## config.mk

```make
export PLATFORM = sky130hd
export DESIGN_NAME = mem_access_ctrl
export DESIGN_NICKNAME = d
export VERILOG_FILES = /design/src/rtl/mem_access_ctrl.sv
export SDC_FILE = /design/constraint.sdc
export NUM_CORES = 1
export LEC_CHECK = 0
export ABC_AREA = 1
export CORE_AREA = 2 2 161 84
export CTS_BUF_LIST = sky130_fd_sc_hd__clkbuf_16
export DETAILED_ROUTE_END_ITERATION = 6
export DIE_AREA = 0 0 163 86
export GPL_ROUTABILITY_DRIVEN = 0
export HOLD_SLACK_MARGIN = 0.06
export PLACE_DENSITY_LB_ADDON = 0.05
export SYNTH_ARGS = -nofsm -noshare
export SYNTH_HDL_FRONTEND = slang
export SYNTH_SLANG_ARGS = --single-unit
```

## constraint.sdc

```tcl
create_clock -name clk -period 4.9 [get_ports clk]
set_input_delay 0.98 -clock clk [delete_from_list [all_inputs] [get_ports clk]]
set_output_delay 0.98 -clock clk [all_outputs]
set_load 0.05 [all_outputs]
```

## src/rtl/mem_access_ctrl.sv

```systemverilog
// mem_access_ctrl: memory-stage access controller.
// Accepts one request at a time, drives registered strobes to a data memory
// for WAIT_CYCLES cycles, then gives a one-cycle completion pulse.
// Optional feature macro: MA_RANGE_CHECK_EN (out-of-range addresses fault
// instead of reaching the memory).
module mem_access_ctrl #(
   parameter int WAIT_CYCLES = 1,
   parameter int MEM_DEPTH   = 201
) (
   input  logic        clk,
   input  logic        reset,
   input  logic        req_valid,
   output logic        req_ready,
   input  logic        req_is_ld,
   input  logic        req_is_st,
   input  logic [31:0] req_addr,
   input  logic [31:0] req_wdata,
   input  logic [3:0]  req_rd,
   output logic        mem_isLd,
   output logic        mem_isSt,
   output logic [31:0] mem_address,
   output logic [31:0] mem_data_in,
   input  logic [31:0] mem_data_out,
   output logic        resp_valid,
   output logic [31:0] resp_data,
   output logic [3:0]  resp_rd,
   output logic        resp_is_ld,
   output logic        stall,
   output logic        fault
);

   // A wait count below one still gives a single strobe cycle.
   localparam int WAIT_EFF = (WAIT_CYCLES < 1) ? 1 : WAIT_CYCLES;
   localparam int CNT_W    = $clog2(WAIT_EFF + 1);
   localparam logic [CNT_W-1:0] CNT_LOAD = CNT_W'(WAIT_EFF);
   localparam logic [CNT_W-1:0] CNT_LAST = CNT_W'(1);

   typedef enum logic [1:0] {IDLE, ACCESS, DONE} state_t;

   state_t           r_state;
   logic [CNT_W-1:0] r_cnt;
   logic             r_is_ld;
   logic [3:0]       r_rd;
   logic             r_mem_isLd;
   logic             r_mem_isSt;
   logic [31:0]      r_mem_address;
   logic [31:0]      r_mem_data_in;
   logic             r_resp_valid;
   logic [31:0]      r_resp_data;
   logic [3:0]       r_resp_rd;
   logic             r_resp_is_ld;
   logic             r_fault;

   logic             w_is_mem;
   logic             w_eff_ld;
   logic             w_out_of_range;

   // A request with both type bits set is a store.
   assign w_is_mem = req_is_ld | req_is_st;
   assign w_eff_ld = req_is_ld & ~req_is_st;

`ifdef MA_RANGE_CHECK_EN
   localparam logic [31:0] DEPTH_W = 32'(MEM_DEPTH);
   assign w_out_of_range = w_is_mem && (req_addr >= DEPTH_W);
`else
   // Without the range check every address goes straight to the memory.
   localparam int unused_mem_depth = MEM_DEPTH;
   assign w_out_of_range = 1'b0;
`endif

   // Controller FSM: all memory and response outputs are registered here.
   always_ff @(posedge clk) begin
      if (reset) begin
         r_state       <= IDLE;
         r_cnt         <= '0;
         r_is_ld       <= 1'b0;
         r_rd          <= '0;
         r_mem_isLd    <= 1'b0;
         r_mem_isSt    <= 1'b0;
         r_mem_address <= '0;
         r_mem_data_in <= '0;
         r_resp_valid  <= 1'b0;
         r_resp_data   <= '0;
         r_resp_rd     <= '0;
         r_resp_is_ld  <= 1'b0;
         r_fault       <= 1'b0;
      end else begin
         case (r_state)
            IDLE: begin
               r_resp_valid <= 1'b0;
               if (req_valid) begin
                  r_rd          <= req_rd;
                  r_is_ld       <= w_eff_ld;
                  r_mem_address <= req_addr;
                  r_mem_data_in <= req_wdata;
                  if (w_is_mem && !w_out_of_range) begin
                     r_state    <= ACCESS;
                     r_cnt      <= CNT_LOAD;
                     r_mem_isLd <= w_eff_ld;
                     r_mem_isSt <= req_is_st;
                  end else begin
                     // Non-memory or faulting request completes next cycle.
                     r_state      <= DONE;
                     r_resp_valid <= 1'b1;
                     r_resp_data  <= '0;
                     r_resp_rd    <= req_rd;
                     r_resp_is_ld <= w_eff_ld;
                     r_fault      <= w_out_of_range;
                  end
               end
            end
            ACCESS: begin
               if (r_cnt == CNT_LAST) begin
                  r_mem_isLd   <= 1'b0;
                  r_mem_isSt   <= 1'b0;
                  r_cnt        <= '0;
                  r_resp_data  <= r_is_ld ? mem_data_out : 32'h0;
                  r_resp_rd    <= r_rd;
                  r_resp_is_ld <= r_is_ld;
                  r_fault      <= 1'b0;
                  r_resp_valid <= 1'b1;
                  r_state      <= DONE;
               end else begin
                  r_cnt <= r_cnt - CNT_LAST;
               end
            end
            DONE: begin
               r_resp_valid <= 1'b0;
               r_state      <= IDLE;
            end
            default: begin
               r_state <= IDLE;
            end
         endcase
      end
   end

   assign req_ready   = (r_state == IDLE);
   assign stall       = ~req_ready;
   assign mem_isLd    = r_mem_isLd;
   assign mem_isSt    = r_mem_isSt;
   assign mem_address = r_mem_address;
   assign mem_data_in = r_mem_data_in;
   assign resp_valid  = r_resp_valid;
   assign resp_data   = r_resp_data;
   assign resp_rd     = r_resp_rd;
   assign resp_is_ld  = r_resp_is_ld;
   assign fault       = r_fault;

endmodule

```

==> results of run 1 <==
==> stage by stage <==
stage	hold WS (ns)	area, sq um	power, W	setup slack, ns
CTS	0.487	6790	0.00500	1.86
global route	0.505	6790	0.00528	1.79
global placement	0.461	6520	0.00429	2.04
detailed placement	0.471	6520	0.00430	2.03
finish	0.482	6790	0.00494	1.88
floorplan	0.455	4370	0.00341	2.71
==> cell usage in the layout (no fill, tap or decap), drive strengths merged <==
cell type	n
dfxtp	112
nand3	40
a21oi	9
clkinv	4
nor2	225
ha	4
clkdlybuf4s50	210
clkbuf	9
conb	1
nor3	1
nand2	91
buf	3
o21ai	73
inv	20
==> layout make-up <==
type,count,area [sq um],area share
clock inverter,7,47.5,0.00700
multi-input combinational,444,1880,0.276
clock buffer,9,225,0.0332
timing repair buffer,213,2120,0.313
sequential,112,2240,0.330
tap,170,213,0.0313
inverter,17,63.8,0.00940
==> state kept, by name (all words and copies together), names as in the netlist, 2 cells and up <==
name	count
resp_data	32
resp_rd	4
r_state	2
r_rd	4
mem_data_in	32
mem_address	32
==> worst min-delay path by stage <==
stage | endpoint | startpoint | slack [ns]
5_1_grt | resp_data[18] | resp_data[18] | 0.50
3_3_place_gp | resp_data[11] | resp_data[11] | 0.46
6_report | resp_data[28] | resp_data[28] | 0.48
4_1_cts | resp_data[3] | resp_data[3] | 0.49
3_5_place_dp | mem_data_in[21] | mem_data_in[21] | 0.47
2_1_floorplan | r_rd[0] | r_rd[0] | 0.45
==> where the power goes <==
part           switching, W  total (W)  internal [W]
Clock              0.000338   0.000684      0.000347
Combinational       0.00193    0.00284      0.000903
Sequential         0.000168    0.00142       0.00125
==> Yosys cell counts (all sizes together) <==
library cell / count
nand3: 40
inv: 17
nand2: 91
conb: 1
a21oi: 9
dfxtp: 112
nor2: 225
ha: 4
buf: 16
nor3: 1
o21ai: 73
clkbuf: 24
==> worst min-delay path, stage by stage (launching register included) <==
cell	delay (ns)
dfxtp_1	0.33
nor2_1	0.05
nor2_1	0.08
==> logic make-up (layout without fill, tap and decap cells) <==
logic type | Yosys count | count (layout) | synth area share
AND/OR/NAND/NOR | 357 | 357 | 0.323
flip-flops | 112 | 112 | 0.513
other | 1 | 1 | 0.000859
adder cells (fa/ha/maj) | 4 | 4 | 0.0115
buffers and inverters | 57 | 246 | 0.0579
AO/OA/AOI/OAI | 82 | 82 | 0.0940
==> layer usage <==
| layer | part of all wire | vias up | wire, um |
|---|---|---|---|
| li1 | - | 2284 | - |
| met1 | 0.45 | 1894 | 5630 |
| met2 | 0.44 | 129 | 5540 |
| met3 | 0.11 | 4 | 1370 |
| met4 | 0.0037 | 0 | 46 |
| met5 | 0 | - | 0 |
==> results.md, run 1 <==
Route:
- The total via count after detailed routing is between 4000 and 5000.
- Dividing the detail-routed wire length by the instance count gives 13.0 um.
- After detailed routing, the number of remaining DRC violations is 0.
- Before antenna repair, the detailed router went through 4 iterations.
- After detailed routing, the total wire length is 12600 um.
- The detail route stage leaves a number of antenna-violating nets equal to 0.
- The via density per instance is 4.44.
- The violation count after the first detailed-routing iteration is ~330.

Power and ir drop:
- Summed over all cells, the static leakage comes to about 2.7 nW.
- The maximum VDD drop is 0.359 mV.
- The power density relative to cell area is a little over 700 nW/um^2.

Critical path:
- STA classifies the critical path startpoint as a flop.
- The capture point of the worst path is stall.
- For this run, the slowest stage of the critical path takes around 0.82 ns.
- The critical path goes through inv_1, ha_1, inv_2, clkdlybuf4s50_1.
- The startpoint of the worst-slack reg-to-reg timing path is r_state[1].
- Of all nets on the critical path, the largest fanout is 6.
- The cell family contributing the most delay on the critical path is buffers and inverters.
- Among all stages on the critical path, the largest delay is contributed by clkdlybuf4s50_1.
- At the worst endpoint, the arrival time is about 2.0 ns.
- The critical path crosses 4 cells after its start point.
- For the worst setup path, the data required time is a little under 4 ns.
- STA classifies the critical path endpoint as an output port.
- The setup slack of the worst register-to-register path is around 2.8 ns.
- The worst setup path is of the flop to output port kind.
- The depth of the worst register-to-register path is 7.
- Tracing the worst setup path back leads to its startpoint at r_state[0].
- The endpoint of the most critical register-to-register path is mem_address[13].
- The count of buffer and inverter cells on the critical path is 3.

Flow run:
- The max-capacitance violation count is 0.

Clock tree:
- The later pin in the worst-skew pair is clocked with a latency of 0.34 ns.
- The tree is rooted in a clkbuf_16.
- Once the clock tree was built, the setup fixing pass inserted 0 buffers.
- The maximum buffer depth of the clock tree is 2.
- The number of clock buffers added by TritonCTS is 9.
- The clock slew at the register clock pins of the worst setup and hold paths is about 0.07 ns.
- The number of sinks on the clock net is ~110.
- After clock tree synthesis, the repair step resized 0 gates.
- The number of H-tree levels is 3.
- The post-cts hold buffer count is 0.
- TritonCTS built the clock tree.

STA:
- The worst path in the final design needs a cycle of roughly 3.0 ns, including I/O delays and setup.
- The count of final setup violators is 0.
- Between clock sinks in the finished design, the worst skew comes to approximately 0.0085 ns.
- Derived from the worst setup path, the maximum achievable clock frequency is between 0.3 and 0.4 GHz.
- The total count of max-transition violations in the final report is 0.
- At the pin with the least slew margin, the transition time is slightly above 1 ns.
- Setup repair after global routing left no endpoint under its margin.
- The worst relative slew slack is 0.320.
- In the finished design, the share of the clock period the worst path needs comes to 0.616.
- The final hold violation count was 0.
- The final total negative setup slack is 0 ns.

Min path:
- The hold path depth is 2.
- The worst hold path belongs to the class flop to flop.

Synthesis:
- When the netlist entered floorplanning its net count stood at about 720.
- The most area-hungry cell type in the Yosys netlist is dfxtp_1.
- In this run the cell area of the synthesized design comes to roughly 4400 sq um.
- The synthesized design contains between 100 and 150 register bits.
- The count of unique library cells instantiated by Yosys is 20.
- After synthesis, the cell types taking the most area are dfxtp_1 (51%), nor2_1 (19%), o21ai_0 (8.0%), nand2_1 (7.7%), nand3_1 (4.6%).
- The share of the Yosys chip area taken by registers is 0.513.
- Counting every instance in the synthesized netlist gives slightly above 600.
- The per-instance average area after synthesis is slightly above 7 sq um.
- The top cell type's share of synthesized area is 0.513.
- The yosys synthesis warning count is 0.

Global routing:
- Across every metal layer, demand over resource in global routing totals 0.182.
- The number of global-route vias before repair is 4135.
- The wire length of the first global-routing pass is between 20000 and 25000 um.
- The global route total overflow is 0.
- After global routing, the most crowded layer is met2.
- The global-route met3 utilization is 0.0933.
- Entering global routing, the biggest net connects 113 pins.
- In the global route stage, met2 resource usage came out at 0.286.
- The number of antenna violations at the first check in global routing came to 0.
- The met1 capacity usage during global routing is 0.226.

Floorplan:
- The floorplan step set the die width to 163 um.
- The floorplan core area is between 10000 and 15000 sq um.
- about 210 I/O pins were placed.
- The effective utilization at floorplan is 0.349.
- In this run the vertical extent of the chip is 86 um.
- The area enclosed by the die boundary is approximately 14000 sq um.
- In this run the core area contains 29 standard-cell rows.

Cells and area:
- The fill cell instance count of the final layout is approximately 1200.
- Measured on the finished design, the core utilization comes to 0.543.
- The count of nets after finishing is about 910.
- The repair_antennas step left the layout with diodes totalling 0.
- The area growth from synthesis to layout is 55.5%.
- The layout cell share with drive strength beyond 1 is 0.0324.
- After the flow finishes, the layout carries non-filler instances totaling 972.

Outcome:
- The run finished with clean final reports.

Placed design:
- The total half-perimeter wirelength after legalization and detailed placement is 8240 um.
- Once placement completed, the tool counted placed cells totaling about 960.
- The count of buffers from port buffering is 210.
Power figures use the tool's default switching activity.
==> inputs of run 2 (changes only) <==
clock period = 2.9 ns   (was 4.9 ns; I/O delays follow)
==> results.md, run 2 (synthesis results as in run 1) <==
Critical path:
- The largest fanout of any net on the critical path came to 6 (unchanged).
- The critical path starts at r_state[0].
- The depth of the worst register-to-register path is 9 (+2).
- The worst setup path is captured at an output port.
- The setup slack of the worst register-to-register path is 1.09 ns (-1.70 ns).
- In this run the critical register-to-register path is launched from r_state[1].
- The endpoint identified for the worst register-to-register timing path is resp_data[21].
- The critical path arrival is 2.03 ns (about the same).
- The critical path is of the flop to output port type.
- The required time of the critical path is 2.32 ns (-1.60 ns).
- STA classifies the critical path startpoint as a flop.

Route:
- The violation count after the first detailed-routing iteration is 227 (-31%).
- The via density per instance is 4.47 (+0.90%).
- The wire length reported by the detailed router was 12500 um (-0.47%).
- The first-pass iteration count of the detailed router is 4 (unchanged).
- The number of remaining DRC errors is 0 (unchanged).
- The total via count after detailed routing is 4372 (+1.4%).
- The average wire per standard cell is 12.8 um (-0.98%).
- The count of nets left with antenna violations after detail routing was 0 (unchanged).

STA:
- The final worst slack is 0.294 ns (-1.59 ns).
- The slew at the pin closest to its max-slew limit is 0.633 ns (-0.388 ns).
- The final total negative setup slack is 0 ns (unchanged).
- The worst relative slew slack is 0.578 (+0.258).
- In the finished design, the share of the clock period the worst path needs comes to 0.899.
- Timing would allow up to 0.384 GHz.
- The count of final setup violators is 0 (unchanged).
- The clock skew is 0.0118 ns (+0.00333 ns).
- The final hold violation count came to 0 (unchanged).
- The total count of max-transition violations in the final report was 0 (unchanged).
- The minimum clock period after layout is between 2 and 3 ns.
- Setup repair after global routing left no endpoint under its margin.

Clock tree:
- The number of H-tree levels came to 3 (unchanged).
- The post-CTS setup repair buffer count is 0 (unchanged).
- The post-cts hold buffer count is 0 (unchanged).
- The TritonCTS clock tree is built.
- The clock slew at the register clock pins of the worst setup and hold paths is 0.07 ns (about the same).
- The post-cts resize count is 0 (unchanged).
- The maximum buffer depth of the clock tree is 2 (unchanged).
- The root buffer cell chosen for the clock tree is clkbuf_16.
- The number of buffers inserted during clock tree synthesis is 9 (unchanged).
- The number of sinks on the clock net is 112 (unchanged).
- The insertion delay to the later sink of the worst-skew pair is 0.35 ns (about the same).

Power and ir drop:
- The maximum VDD drop is 0.522 mV (+46%).
- The power density relative to cell area is 1220 nW/um^2 (+68%).
- The leakage power of the design came to 2.78 nW (+1.5%).

Cells and area:
- The fill cell instance count of the final layout was 1243 (unchanged).
- The diode insertion count for antenna repair came to 0 (unchanged).
- The most common library cell in the layout ignoring fill and taps is nor2_1.
- The design area was 6880 sq um (+1.3%).
- The final design utilization is 0.550 (+0.00730).
- The growth of design area from synthesis to finish is 57.6%.
- The filler-free cell count of the finished design was 977 (+0.51%).
- The layout cell share with drive strength beyond 1 is 0.0397 (+0.00723).
- The count of nets after finishing is 912 (+0.66%).
- The library cells used most frequently in the layout, excluding fill and tap cells, are nor2_1 (223), clkdlybuf4s50_1 (210), dfxtp_1 (112).

Global routing:
- The overall global routing resource usage is 0.179 (-0.00255).
- The wire length of the first global-routing pass is 20200 um (-0.95%).
- The largest net degree at the start of global routing is 70 (-38%).
- The number of antenna violations at the first check in global routing is 0 (unchanged).
- The global route total overflow was 0 (unchanged).
- The number of global-route vias before repair is 4164 (+0.70%).

Min path:
- The worst hold path terminates at mem_address[24].
- The startpoint of the tightest hold check path is mem_address[24].
- The path class of the tightest hold or removal check is flop to flop.
- The hold path depth came to 2 (unchanged).

Flow run:
- The max-capacitance violation count came to 0 (unchanged).

Floorplan:
- The cell row count is 29 (unchanged).
- The effective utilization at floorplan is 0.349 (unchanged).
- The area enclosed by the die boundary came to 14000 sq um (unchanged).
- The die outline height is 86 um (unchanged).
- The floorplan core area is 12500 sq um (unchanged).
- The horizontal die dimension came to 163 um (unchanged).
- The I/O pin total is 212 (unchanged).

Placed design:
- The count of buffers from port buffering is 210 (unchanged).
- The total half-perimeter wirelength after legalization and detailed placement is 8470 um (+2.8%).
- The total instance count after detailed placement came to 962 (+0.63%).
- The minimum setup slack after placement is 0.657 ns (-1.37 ns).
- The post-place instance area is 6610 sq um (+1.5%).

Outcome:
- The flow ran to the end, and the final reports show no timing, DRC or antenna violations.
[run 2: worst max path at each step]
stage	cells past startpoint	endpoint	slack [ns]
6_report	4	stall	0.29
4_1_cts	4	stall	0.28
3_5_place_dp	4	stall	0.66
5_1_grt	4	stall	0.21
3_3_place_gp	4	stall	0.66
2_1_floorplan	9	resp_data[11]	0.92
[run 2: critical path, cell delays in order, from the launching register on]
cell,delay [ns]
dfxtp_1,0.39
inv_1,0.08
ha_1,0.28
inv_2,0.12
clkdlybuf4s50_1,0.82
[run 2: per-stage QoR]
step	hold WS [ns]	power, W
4_1_cts	0.486	0.00852
5_1_grt	0.502	0.00896
3_5_place_dp	0.472	0.00734
6_report	0.481	0.00842
2_1_floorplan	0.455	0.00576
3_3_place_gp	0.461	0.00731
[run 2: cell type report]
cell class              count  area [sq um]  share of cell area
clock buffers               9           225              0.0327
clock inverters             6          43.8             0.00636
inverters                  17          63.8             0.00927
multi-input cells         444          1880               0.272
flip-flops and latches    112          2240               0.326
well taps                 170           213              0.0309
repair buffers            219          2220               0.322
[run 2: report_power, final]
group          internal (W)  switching [W]
Combinational       0.00158        0.00328
Clock              0.000584       0.000566
Sequential          0.00211       0.000290
Total               0.00428        0.00414
[run 2: layer usage]
metal / GRT usage / up-vias / share of wire / wire length, um
met1: 0.209 / 1933 / 0.43 / 5400
met5: 0 / - / 0 / 0
met4: 0.0418 / 0 / 0.0087 / 109
met3: 0.0924 / 11 / 0.11 / 1410
met2: 0.294 / 132 / 0.45 / 5610
li1: - / 2296 / - / -
==> inputs of run 3 (changes only) <==
REMOVE_ABC_BUFFERS = 1   (was not set)
==> results.md, run 3 (synthesis results as in run 1) <==
Min path:
- The startpoint of the tightest hold check path is resp_data[27].
- The path class of the lowest-slack min-delay path is flop to flop.

Critical path:
- The capture point of the worst path is stall.
- In this run the critical register-to-register path is captured at r_state[1].
- The most critical setup path has its startpoint at r_state[0].
- STA classifies the critical path endpoint as an output port.
- The required time of the critical path is 2.32 ns (about the same).
- The largest fanout of any net on the critical path was 6 (unchanged).
- The critical path arrival came to 2.00 ns (-0.03 ns).
- The depth of the worst register-to-register path is 8 (-1).
- The worst setup path category is flop to output port.
- The category of the worst setup path launch point is a flop.
- The startpoint of the worst-slack reg-to-reg timing path is r_state[0].
- The setup slack of the worst register-to-register path was 0.96 ns (-0.13 ns).

Floorplan:
- The I/O pin total is 212 (unchanged).
- The die outline height came to 86 um (unchanged).
- The effective utilization at floorplan is 0.349 (unchanged).
- The cell row count came to 29 (unchanged).
- The area enclosed by the die boundary is 14000 sq um (unchanged).
- The floorplan core area came to 12500 sq um (unchanged).
- The horizontal die dimension is 163 um (unchanged).

Placed design:
- The minimum setup slack after placement is 0.608 ns (-0.0491 ns).
- The count of buffers from port buffering is 210 (unchanged).
- The total half-perimeter wirelength after legalization and detailed placement was 8230 um (-2.9%).

Clock tree:
- In this run the clock root is driven by a clkbuf_16.
- The post-cts resize count is 0 (unchanged).
- TritonCTS built the clock tree.
- The post-CTS setup repair buffer count came to 0 (unchanged).
- The post-cts hold buffer count is 0 (unchanged).
- The number of H-tree levels was 3 (unchanged).
- The clock slew at the register clock pins of the worst setup and hold paths came to 0.07 ns (about the same).
- The number of sinks on the clock net is 112 (unchanged).
- The insertion delay to the later sink of the worst-skew pair is 0.34 ns (about the same).
- The number of buffers inserted during clock tree synthesis is 9 (unchanged).
- The maximum buffer depth of the clock tree is 2 (unchanged).

STA:
- The post-route clock period utilization is 0.889 (-0.00952).
- The final worst slack is 0.322 ns (+0.0276 ns).
- Setup repair after global routing left no endpoint under its margin.
- The total count of max-transition violations in the final report is 0 (unchanged).
- The maximum clock rate is 0.388 GHz (+1.1%).
- The minimum clock period after layout is 2.58 ns (-0.0276 ns).
- The final total negative setup slack came to 0 ns (unchanged).
- The final hold slack is 0.483 ns (+0.00185 ns).
- The slew at the pin closest to its max-slew limit came to 0.680 ns (+0.0470 ns).
- The count of final setup violators is 0 (unchanged).
- The worst relative slew slack was 0.546 (-0.0320).
- The final hold violation count is 0 (unchanged).
- The clock skew is 0.00946 ns (-0.00234 ns).

Cells and area:
- The layout cell share with drive strength beyond 1 is 0.0396 (-0.0000491).
- The diode insertion count for antenna repair is 0 (unchanged).
- The top cell types in the final layout, fill and taps aside, are nor2_1 (223), clkdlybuf4s50_1 (210), dfxtp_1 (112).
- The count of nets after finishing is 912 (unchanged).
- The library cell used most frequently in the layout, excluding fill and tap cells, is nor2_1.
- The growth of design area from synthesis to finish is 56.7%.

Global routing:
- The number of antenna violations at the first check in global routing is 0 (unchanged).
- The largest net degree at the start of global routing was 65 (-7.1%).
- The overall global routing resource usage was 0.177 (-0.00223).
- The number of global-route vias before repair was 3961 (-4.9%).
- The wire length of the first global-routing pass is 19800 um (-1.7%).
- The global route total overflow is 0 (unchanged).

Route:
- The count of nets left with antenna violations after detail routing is 0 (unchanged).
- The total via count after detailed routing was 4390 (+0.41%).
- The average wire per standard cell is 12.8 um (-0.37%).
- The via density per instance is 4.49 (+0.31%).
- The number of remaining DRC errors is 0 (unchanged).
- The wire length reported by the detailed router was 12500 um (-0.27%).
- The violation count after the first detailed-routing iteration is 349 (+54%).
- The first-pass iteration count of the detailed router is 4 (unchanged).

Power and ir drop:
- The power density relative to cell area was 1230 nW/um^2 (+0.33%).
- The combinational power share is 0.576 (-0.002).
- The fraction of power consumed by sequential logic is 0.286 (about the same).
- The switching share of power was 0.493 (+0.00180).
- The part of the power in the clock network is 0.138 (about the same).
- The total net switching power is 0.00415 W (+0.16%).
- The maximum VDD drop came to 0.640 mV (+23%).
- The leakage power of the design is 2.77 nW (-0.68%).
- The internal power is 0.00425 W (-0.56%).

Flow run:
- The max-capacitance violation count is 0 (unchanged).

Outcome:
- The flow ran to the end, and the final reports show no timing, DRC or antenna violations.
run 3: cell count changes in the layout (fill, tap and decap cells not counted), sizes merged:
cell and delta:
clkinv -1, clkinvlp +2
run 3: cell type report:
class / count / area, sq um
fillers: 1233 / 5670
flip-flops and latches: 112 / 2240
repair buffers: 219 / 2180
multi-input cells: 444 / 1880
clock buffers: 9 / 225
well taps: 170 / 213
inverters: 17 / 63.8
clock inverters: 7 / 45.0
run 3: power by group through the flow:
stage | Clock (W) | Sequential [W] | Combinational, W
after floorplan | 0 | 0.00428 | 0.00136
after global placement | 0 | 0.00242 | 0.00487
after detailed placement | 0 | 0.00244 | 0.00487
after CTS | 0.00120 | 0.00241 | 0.00489
after global routing | 0.00126 | 0.00248 | 0.00521
final | 0.00116 | 0.00240 | 0.00484
run 3: how the worst min path moves through the flow:
stage | to | slack [ns] | cells after the start
6_report | resp_data[27] | 0.48 | 2
5_1_grt | mem_address[7] | 0.51 | 2
4_1_cts | resp_data[3] | 0.49 | 2
3_5_place_dp | resp_data[25] | 0.47 | 2
3_3_place_gp | mem_address[25] | 0.46 | 2
2_1_floorplan | r_rd[0] | 0.45 | 2
run 3: layer usage:
layer	vias to the layer above	track usage	wire [um]
li1	2301	-	-
met1	1934	0.216	5640
met2	140	0.280	5330
met3	15	0.0866	1360
met4	0	0.0459	165
met5	-	0	0
run 3: through the flow:
stage,total power (W),std cells,util,cell area [sq um]
6_report,0.00840,978,0.547,6850
5_1_grt,0.00894,978,0.547,6850
3_5_place_dp,0.00731,962,0.525,6580
4_1_cts,0.00850,978,0.547,6850
2_1_floorplan,0.00564,573,-,4180
3_3_place_gp,0.00728,962,0.525,6580
run 3: worst max-delay path, cell delays in order (launching register included):
cell             delay, ns
dfxtp_1               0.39
inv_1                 0.08
ha_1                  0.28
inv_2                 0.11
clkdlybuf4s50_1       0.80
